--- src/rtl/fp_align_add.sv ---
// Binary32 adder front end: unpack/order, then align/add. Latency 2 (accept edge -> out_valid), one op/cycle.
// Stages hold under out_ready low, and in_ready is the stage-1 advance. FP_ALIGN_GRS_EN adds the guard/round/sticky output grs.
module fp_align_add #(
  parameter int unsigned SHIFT_LIMIT = 25
) (
  input  logic        clk,
  input  logic        rst,
  input  logic        in_valid,
  output logic        in_ready,
  input  logic [31:0] op_a,
  input  logic [31:0] op_b,
  input  logic        op_sub,
  output logic        out_valid,
  input  logic        out_ready,
  output logic [24:0] mant_sum,
  output logic [7:0]  exp_big,
  output logic        sign_out,
  output logic        zero_out
`ifdef FP_ALIGN_GRS_EN
  ,
  output logic [2:0]  grs
`endif
);

  localparam logic [31:0] LIM32 = SHIFT_LIMIT;
  localparam logic [7:0]  LIM   = LIM32[7:0];

  logic        r_s1_valid, r_s2_valid;
  logic [23:0] r_m_big, r_m_small;
  logic [7:0]  r_exp_big, r_diff;
  logic        r_eff_sub, r_sign_big;
  logic [24:0] r_mant_sum;
  logic [7:0]  r_exp_out;
  logic        r_sign_out, r_zero_out;

  logic        w_adv1, w_adv2;
  logic [7:0]  w_ea, w_eb;
  logic [23:0] w_ma, w_mb;
  logic        w_sb_eff, w_a_big;
  logic [23:0] w_al;
  logic [24:0] w_sum;
  logic        w_sign;

  assign w_adv2   = !r_s2_valid || out_ready;
  assign w_adv1   = !r_s1_valid || w_adv2;
  assign in_ready = w_adv1;

  // Zero exponent field means denormal/zero: no hidden bit, effective exponent 1.
  assign w_ea     = (op_a[30:23] == 8'd0) ? 8'd1 : op_a[30:23];
  assign w_eb     = (op_b[30:23] == 8'd0) ? 8'd1 : op_b[30:23];
  assign w_ma     = {|op_a[30:23], op_a[22:0]};
  assign w_mb     = {|op_b[30:23], op_b[22:0]};
  assign w_sb_eff = op_b[31] ^ op_sub;
  assign w_a_big  = {w_ea, w_ma} >= {w_eb, w_mb};

`ifdef FP_ALIGN_GRS_EN
  logic [47:0] w_ext;
  logic [2:0]  w_grs;
  logic [2:0]  r_grs;
  // The low half of the widened shift holds every bit that falls off the aligned mantissa.
  assign w_ext = {r_m_small, 24'd0} >> r_diff;
  assign w_al  = (r_diff >= LIM) ? 24'd0 : w_ext[47:24];
  assign w_grs = (r_diff >= LIM) ? {2'b00, |r_m_small} : {w_ext[23], w_ext[22], |w_ext[21:0]};
  assign grs   = r_grs;
`else
  assign w_al  = (r_diff >= LIM) ? 24'd0 : (r_m_small >> r_diff);
`endif

  assign w_sum  = r_eff_sub ? ({1'b0, r_m_big} - {1'b0, w_al}) : ({1'b0, r_m_big} + {1'b0, w_al});
  assign w_sign = (r_eff_sub && (w_sum == 25'd0)) ? 1'b0 : r_sign_big;

  always_ff @(posedge clk) begin
    if (rst) begin
      r_s1_valid <= 1'b0;
      r_s2_valid <= 1'b0;
      r_m_big    <= '0;
      r_m_small  <= '0;
      r_exp_big  <= '0;
      r_diff     <= '0;
      r_eff_sub  <= 1'b0;
      r_sign_big <= 1'b0;
      r_mant_sum <= '0;
      r_exp_out  <= '0;
      r_sign_out <= 1'b0;
      r_zero_out <= 1'b0;
`ifdef FP_ALIGN_GRS_EN
      r_grs      <= '0;
`endif
    end else begin
      if (w_adv1) begin
        r_s1_valid <= in_valid;
        if (in_valid) begin
          r_m_big    <= w_a_big ? w_ma : w_mb;
          r_m_small  <= w_a_big ? w_mb : w_ma;
          r_exp_big  <= w_a_big ? w_ea : w_eb;
          r_diff     <= w_a_big ? (w_ea - w_eb) : (w_eb - w_ea);
          r_eff_sub  <= op_a[31] ^ w_sb_eff;
          r_sign_big <= w_a_big ? op_a[31] : w_sb_eff;
        end
      end
      if (w_adv2) begin
        r_s2_valid <= r_s1_valid;
        if (r_s1_valid) begin
          r_mant_sum <= w_sum;
          r_exp_out  <= r_exp_big;
          r_sign_out <= w_sign;
          r_zero_out <= (w_sum == 25'd0);
`ifdef FP_ALIGN_GRS_EN
          r_grs      <= w_grs;
`endif
        end
      end
    end
  end

  assign out_valid = r_s2_valid;
  assign mant_sum  = r_mant_sum;
  assign exp_big   = r_exp_out;
  assign sign_out  = r_sign_out;
  assign zero_out  = r_zero_out;

endmodule

--- config.mk ---
export PLATFORM = sky130hd
export DESIGN_NAME = fp_align_add
export DESIGN_NICKNAME = d
export VERILOG_FILES = /design/src/rtl/fp_align_add.sv
export SDC_FILE = /design/constraint.sdc
export NUM_CORES = 1
export LEC_CHECK = 0
export CELL_PAD_IN_SITES_DETAIL_PLACEMENT = 0
export CELL_PAD_IN_SITES_GLOBAL_PLACEMENT = 1
export CORE_ASPECT_RATIO = 0.6
export CORE_MARGIN = 2
export CORE_UTILIZATION = 46
export DETAILED_ROUTE_END_ITERATION = 12
export GPL_ROUTABILITY_DRIVEN = 0
export PLACE_DENSITY_LB_ADDON = 0.05
export SLEW_MARGIN = 20
export SYNTH_ARGS = -nofsm -noshare
export SYNTH_HDL_FRONTEND = slang
export SYNTH_SLANG_ARGS = --single-unit
--- constraint.sdc ---
create_clock -name clk -period 10.5 [get_ports clk]
set_input_delay 2.625 -clock clk [delete_from_list [all_inputs] [get_ports clk]]
set_output_delay 2.625 -clock clk [all_outputs]
set_load 0.005 [all_outputs]
### Word-level counts from Yosys, hierarchy flattened

Index checks and enable logic that the tools add are counted.

* register bits after elaboration: 103
* input bits: 69
* output and inout port bits: 37
* logic and storage cells: 43

* add/subtract/negate cells: 4
* magnitude comparators: 2
* shift-type cells: 1
* mux-type cells: 10
* bitwise operators: 2
* reductions and logical operators: 12

Operators by type and width (count)
* 24-bit 2-to-1 mux: 3
* 32-bit greater-or-equal comparator: 1
* 8-bit 2-to-1 mux: 4
* 24-bit by 24-bit adder with 25-bit output: 1
* 25-bit logical NOT: 1
* 25-bit 2-to-1 mux: 1
* 24-bit by 24-bit subtractor with 25-bit output: 1
* 24-bit by 8-bit >> shifter with 24-bit output: 1
* 8-bit logical NOT: 2
* 8-bit OR reduction: 2
* 8-bit subtractor: 2
* 8-bit by 5-bit greater-or-equal comparator with 1-bit output (second input constant): 1
* 2-bit AND reduction: 2
* 1-bit logical NOT: 2
* 1-bit logical OR: 2
* 1-bit 2-to-1 mux: 2
* 1-bit XOR: 2
* 1-bit logical AND: 1

### Longest topological paths before layout

* depth in word-level cells: 7
* gate-level depth with buffers: 26
* depth with buffers taken out: 21

### Worst setup path after synthesis

Ideal clock, no wire load.

* kind: in2reg
* start: input op_b[24]
* end: register r_exp_big[1]
* setup time: 0.137 ns
* arrival: 5.514 ns
* data required time: 10.363 ns
* slack: 4.848 ns
* stages: 15
* buffers on the path: 3
* cells stage by stage: or4_1 > nor2_1 > nor2_1 > ha_1 > fa_1 > a21o_1 > a21oi_1 > o21ai_0 > a211oi_1 > buf_2 > buf_2 > buf_1 > nor2_1 > a21oi_1 > a211oi_1

* longest elaborated chain between the ends: 4
* elaborated cells on any way between the ends: 5
* those cells by class: order compare (1); mux (2); reduce/logical (2)

Ends and longest elaborated chain
* start, declared: RTL line 11 `input logic [31:0] op_b,`
* 8-bit logical NOT: RTL line 50 `assign w_eb = (op_b[30:23] == 8'd0) ? 8'd1 : op_b[30:23];`
* 8-bit 2-to-1 mux: RTL line 50
* 32-bit greater-or-equal comparator: RTL line 54 `assign w_a_big = {w_ea, w_ma} >= {w_eb, w_mb};`
* 8-bit 2-to-1 mux *: RTL line 95 `r_exp_big <= w_a_big ? w_ea : w_eb;`
* end signal, assigned: RTL line 95
* end, declared: RTL line 30 `logic [7:0] r_exp_big, r_diff;`

Every way passes the cells marked *; elsewhere a longest branch is shown, timed or not.
A chain may end at the register's enable or synchronous reset.

### Final worst setup path

* start: register r_diff[0]
* end: register r_sign_out, in the netlist sign_out

* longest elaborated chain between the ends: 7
* elaborated cells on any way between the ends: 9
* those cells by class: add/sub (2); order compare (1); shift (1); mux (3); reduce/logical (2)

Ends and longest elaborated chain
* start, declared: RTL line 30
* start signal, assigned: RTL line 96 `r_diff <= w_a_big ? (w_ea - w_eb) : (w_eb - w_ea);`
* 24-bit by 8-bit >> shifter with 24-bit output or 8-bit by 5-bit greater-or-equal comparator with 1-bit output (tied branches): RTL line 66 `assign w_al = (r_diff >= LIM) ? 24'd0 : (r_m_small >> r_diff);`
* 24-bit 2-to-1 mux *: RTL line 66
* 24-bit by 24-bit adder with 25-bit output or 24-bit by 24-bit subtractor with 25-bit output (tied branches): RTL line 69 `assign w_sum = r_eff_sub ? ({1'b0, r_m_big} - {1'b0, w_al}) : ({1'b0, r_m_big} + {1'b0, w_al});`
* 25-bit 2-to-1 mux *: RTL line 69
* 25-bit logical NOT *: RTL line 70 `assign w_sign = (r_eff_sub && (w_sum == 25'd0)) ? 1'b0 : r_sign_big;`
* 1-bit logical AND *: RTL line 70
* 1-bit 2-to-1 mux *: RTL line 70
* end signal, assigned: RTL line 106 `r_sign_out <= w_sign;`
* end, declared: RTL line 34 `logic r_sign_out, r_zero_out;`

Marked as above.

==> flow_metrics.py <==
metrics = {
    "clocking": {
        "cts_tree": "yes",
        "postCtsSetupBuffers": 0,
        "hold_buffers": 0,
        "cts_htree_levels": 3,
        "numCtsBuffers": 9,
        "clockBufferDepth": 2,
        "clock_latency_ps": 370,
        "ctsResizeCount": 0,
        "cts_sinks": 103,
        "clkTransAtPathRegs_ps": 80,
        "root_buffer": "clkbuf_16",
    },
    "detailed_routing": {
        "wl_per_cell_um": 19.8,
        "remaining_drc_errors": 0,
        "vias_per_cell": 6.04,
        "vias": 8629,
        "first_pass_iters": 5,
        "drtIter0Drc": 799,
        "drtAntennaViolNets": 0,
        "drt_wl_total_um": 28300,
    },
    "synthesis": {
        "synth_nets": 1277,
        "synthesis.area_mm2": 0.00892,
        "synth.avg_cell_area_um2": 7.82,
        "synth_edf_count": 0,
        "postSynthCellCount": 1141,
        "yosysWarnings": 0,
        "ys_ff_latch": 103,
        "async_flop_share": 0,
        "yosysUniqueCellTypes": 82,
        "seq_area_frac_synth": 0.231,
        "synthFlopType": "dfxtp_1",
    },
    "run_status": {
        "status": "complete, no violations",
    },
    "timing": {
        "slew_viol_final": 0,
        "finalCritPeriodShare": 0.689,
        "setup_viol": 0,
        "fin_setup_tns_ps": 0,
        "min_period_ps": 7240,
        "hold_violations": 0,
        "rsz0062_at_grt": "no",
        "fin_skew_ps": 7.38,
        "tightest_slew_ps": 1040,
        "slew_headroom": 0.301,
        "fmax_ghz": 0.138,
    },
    "placement": {
        "placed_area_mm2": 0.00996,
        "post-dp-hpwl_um": 22100,
        "io_buffers": 105,
    },
    "min_path": {
        "min_from": "mant_sum[6]",
        "hold_path.class": "flip-flop to flip-flop",
    },
    "finish": {
        "fin_nets": 1315,
        "fillers": 1833,
        "mostFrequentLayoutCell": "nor2_1",
        "fin_area_mm2": 0.0103,
        "post-route-util": 0.539,
        "syn_to_final_growth_pct": 15.0,
        "final_cell_mix": "nor2_1 (145), clkdlybuf4s50_1 (104), a21oi_1 (102), dfxtp_1 (102), nand2_1 (87)",
        "post_route_cells_drive_above_1_share": 0.0533,
        "antenna_cells": 0,
    },
    "floorplan": {
        "die_h_um": 112,
        "core-area_mm2": 0.0190,
        "initial_core_util": 0.469,
        "rows": 39,
        "ioPinCount": 106,
        "die_w_um": 184,
        "die_area_mm2": 0.0206,
    },
    "worst_setup_path": {
        "cp.required_ps": 10730,
        "critPathCaptureType": "flip-flop",
        "critPathKind": "flip-flop to flip-flop",
        "arrival_ps": 7470,
        "startpoint": "r_diff[0]",
        "worstReg2RegStart": "r_diff[0]",
        "start_kind": "flip-flop",
        "crit_path_max_fanout": 39,
    },
    "run": {
        "maxCapViolCount": 0,
    },
    "pwr": {
        "power_density_mw_per_mm2": 187,
        "p_leak_nw": 4.13,
        "ir_drop_mv": 0.0956,
    },
    "grt": {
        "grt.total_usage": 0.277,
        "gr-total-overflow": 0,
        "grt_pass1_vias": 7743,
        "grt_antenna_before_repair": 0,
        "grt_pass1_wl_um": 44400,
        "grt_max_degree": 100,
    },
}
-- report_power, final --
| part | leakage [nW] | switching (W) | internal, W |
|---|---|---|---|
| combinational | 3.13 | 0.000664 | 0.000441 |
| clock | 0.141 | 0.000173 | 0.000167 |
| sequential | 0.851 | 0.0000397 | 0.000435 |
| total | 4.13 | 0.000876 | 0.00104 |
-- Yosys cell counts (10+ instances only) --
library cell,instances,share of area
nor4_1,10,0.0070
nor3_1,15,0.0084
o221ai_1,15,0.015
a211oi_1,73,0.061
ha_1,64,0.090
nand3_1,15,0.0084
nor2b_1,13,0.0091
xor2_1,23,0.023
nor2_1,145,0.061
o211ai_1,10,0.0084
a21oi_1,102,0.057
dfxtp_1,103,0.23
o21ai_0,43,0.024
nand2_1,87,0.037
nand2b_1,18,0.013
mux4_2,11,0.028
and2_1,10,0.0070
buf_2,20,0.011
a31oi_1,10,0.0070
inv_1,54,0.023
mux2i_1,59,0.066
a21o_1,20,0.017
clkbuf_1,53,0.022
-- cell families (layout without fill, tap and decap cells) --
family | Yosys count | in the layout | share of synthesized area
AOI/OAI and AO/OA | 354 | 354 | 0.271
and+or+nand+nor | 366 | 366 | 0.194
xor gates and xnor gates | 32 | 32 | 0.0323
buffers and inverters | 142 | 184 | 0.0685
muxes | 77 | 77 | 0.107
adders and majority gates | 67 | 67 | 0.0965
DFF | 103 | 103 | 0.231
-- registers in the layout, summed over array words and instances, names as in the netlist --
signal      count
exp_big         8
mant_sum       25
sign_out        1
zero_out        1
r_eff_sub       1
out_valid       1
r_diff          8
r_m_small      24
r_exp_big       8
r_m_big        24
r_s1_valid      1
r_sign_big      1
-- metrics by stage --
step                power (W)  std cells  worst slack [ps]  hold WS [ps]
floorplan             0.00124       1141              4850           432
global placement      0.00156       1413              3320           447
detailed placement    0.00155       1413              3180           447
CTS                   0.00190       1428              3510           458
global route          0.00206       1429              2920           478
finish                0.00192       1429              3260           456
-- per-layer routing --
metal  vias to the layer above  track usage  share of wire
met2                       310        0.361           0.38
met1                      4042        0.455           0.54
met4                         0       0.0384         0.0056
met3                        15       0.0677          0.083
li1                       4262            -              -
met5                         -            0              0
-- path summary, 6_finish.rpt --
check	slack [ps]	cells after the start	to
setup / recovery	3260	21	sign_out
hold / removal	460	2	mant_sum[6]
setup reg to reg	3260	21	sign_out
hold reg to reg	460	2	mant_sum[6]
-- area by class of cell --
| class | count | area, um2 | share of cell area |
|---|---|---|---|
| Tap cell | 246 | 308 | 0.0300 |
| Timing Repair Buffer | 115 | 1140 | 0.111 |
| Sequential cell | 103 | 2060 | 0.201 |
| Multi-Input combinational cell | 896 | 6260 | 0.610 |
| Clock inverter | 6 | 57.6 | 0.00561 |
| Inverter | 54 | 203 | 0.0198 |
| Clock buffer | 9 | 225 | 0.0220 |
-- worst max-delay path, cell delays in order (launching register included) --
cell and delay (ps):
dfxtp_2 320, buf_4 480, mux4_2 600, mux2_2 320
a32oi_1 250, o22ai_1 210, nand2_1 130, ha_1 160
inv_1 50, nor3_1 410, nor2_1 100, xnor2_1 320
ha_1 370, a211oi_1 490, o211a_1 290, o21ai_0 250
a21boi_0 470, o21ai_0 290, a311oi_1 440, o2111ai_1 320
nor4_1 630, o21ai_0 200
Power figures use the tool's default switching activity.
==> patch: new RTL, same flow settings <==
The option `FP_ALIGN_GRS_EN` is turned on by a define.
--- a/src/rtl/fp_align_add.sv
+++ b/src/rtl/fp_align_add.sv
@@ -1,5 +1,7 @@
 // Binary32 adder front end: unpack/order, then align/add. Latency 2 (accept edge -> out_valid), one op/cycle.
 // Stages hold under out_ready low, and in_ready is the stage-1 advance. FP_ALIGN_GRS_EN adds the guard/round/sticky output grs.
+`define FP_ALIGN_GRS_EN
+
 module fp_align_add #(
   parameter int unsigned SHIFT_LIMIT = 25
 ) (
Behaviour (old outputs only; new: grs): unchanged (equiv_simple and equiv_induct, registers matched by name and starting in step).
==> patch against the original RTL <==
  * Global-route usage rose by 1.0 points
  * Sequential cell count rose by 3
  * Critical path depth rose by 3
  * Die area rose by 2.4%
  * Setup slack improved by 0.0023 ns
  * Wire length rose by 6.1%
  * Synthesized area rose by 2.5%
  * Power rose by 6.4%
  * Sequential share of layout area barely moved
  * Final area rose by 2.7%
  * Critical path type unchanged
  * Clock skew rose by 0.0061 ns
  * Synthesized cell count rose by 7.2%
  * Hold slack got worse by 0.0021 ns
  * Critical endpoint unchanged
  * Cell count rose by 6.9%
==> patch: results <==
metrics = {
    "global_route": {
        "first_pass_grt_wire_length_mm": 46.5,
        "first_global_vias": 8186,
        "grt.met2_usage": 0.372,
        "global_route_total_usage_across_every_layer": 0.288,
        "grt_util_met1": 0.442,
        "groute.layer.met3.usage": 0.0933,
    },
    "worst_setup_path": {
        "cp_max_delay_cell": "sky130_fd_sc_hd__nand2b_1",
        "rr_worst_depth": 24,
        "timing.critical_path.slowest_cell_delay_ns": 0.83,
        "rr_startpoint": "r_diff[7]",
        "critical_path.max_fanout": 29,
        "setup.reg_to_reg.worst_slack_ns": 3.26,
    },
    "finish": {
        "layout.buffer.nonclock.area_share": 0.110,
        "final_layout_size_suffix_gt1_frac": 0.0602,
        "final.signal_inverter_count": 57,
        "nNonClkBuffers": 119,
        "seqAreaFraction": 0.202,
        "multiInputGateArea_um2": 6390,
        "nMultiInputCombCells": 964,
        "clk_share": 0.0293,
        "layout.filler_cells": 1886,
    },
    "drt": {
        "met2RoutedLength_mm": 11.1,
        "topRoutingLayerUsed": "met5",
        "drt_wl_total_mm": 30.0,
        "met3_wirelength_mm": 3.06,
        "drt-pass1-iter-count": 6,
        "wl_met1_mm": 15.2,
    },
    "pwr": {
        "switching_share": 0.473,
        "worst_supply_voltage_drop_on_vdd_v": 0.000111,
        "sequentialPower_uw": 495,
    },
    "place": {
        "buffer_ports.inserted": 108,
        "place.detailed.hpwl_mm": 23.6,
    },
    "min_path": {
        "worst_hold_path.endpoint": "r_exp_big[0]",
        "hold_path_startpoint": "r_exp_big[0]",
    },
    "synth": {
        "top_post_synthesis_cells_by_count": "sky130_fd_sc_hd__nor2_1 (186), sky130_fd_sc_hd__a21oi_1 (123), sky130_fd_sc_hd__nand2_1 (111), sky130_fd_sc_hd__dfxtp_1 (106), sky130_fd_sc_hd__clkbuf_1 (80)",
        "postSynthRegisterBits": 106,
        "synth_compound_area_frac": 0.251,
        "synth.area.mux_share": 0.0933,
        "yosys-top-cells-area": "sky130_fd_sc_hd__dfxtp_1 (23%), sky130_fd_sc_hd__ha_1 (8.8%), sky130_fd_sc_hd__nor2_1 (7.6%)",
        "post_synth_fa_ha_maj_area_fraction": 0.0942,
        "synth-seq-area-share": 0.232,
        "synthDistinctLibCells": 84,
        "synth_xor_area_frac": 0.0393,
    },
    "outcome": {
        "status": "finished, final reports clean",
    },
    "sta": {
        "skew_ns": 0.0135,
    },
}
[patch: cell types whose count changed in the layout (fill, tap and decap cells not counted), sizes merged, moves of 8 or more]
cell	before	now
nor2	146	187
nand2	87	111
a21oi	103	123
nor3	18	31
o22ai	7	20
xnor2	8	19
and2	12	3
nand2b	18	9
o21ai	44	35
o221ai	15	6
clkinv	0	8
[patch: kinds of logic (layout without fill, tap and decap cells)]
family                   count (synthesis)  in the layout
buffers and inverters                  153            192
XOR/XNOR                                41             41
adder cells (fa/ha/maj)                 67             67
AO/OA/AOI/OAI                          349            349
multiplexers                            72             72
flip-flops                             106            106
AND/OR/NAND/NOR                        435            435
[patch: metrics by stage]
stage,cells,power [mW],area (µm²),worst slack [ns],hold WS [ns]
floorplan,1223,1.29,9140,4.69,0.432
global placement,1512,1.66,10200,3.40,0.441
detailed placement,1512,1.65,10200,3.40,0.449
CTS,1528,2.01,10500,3.45,0.459
global route,1528,2.17,10500,2.72,0.479
finish,1528,2.04,10500,3.26,0.453
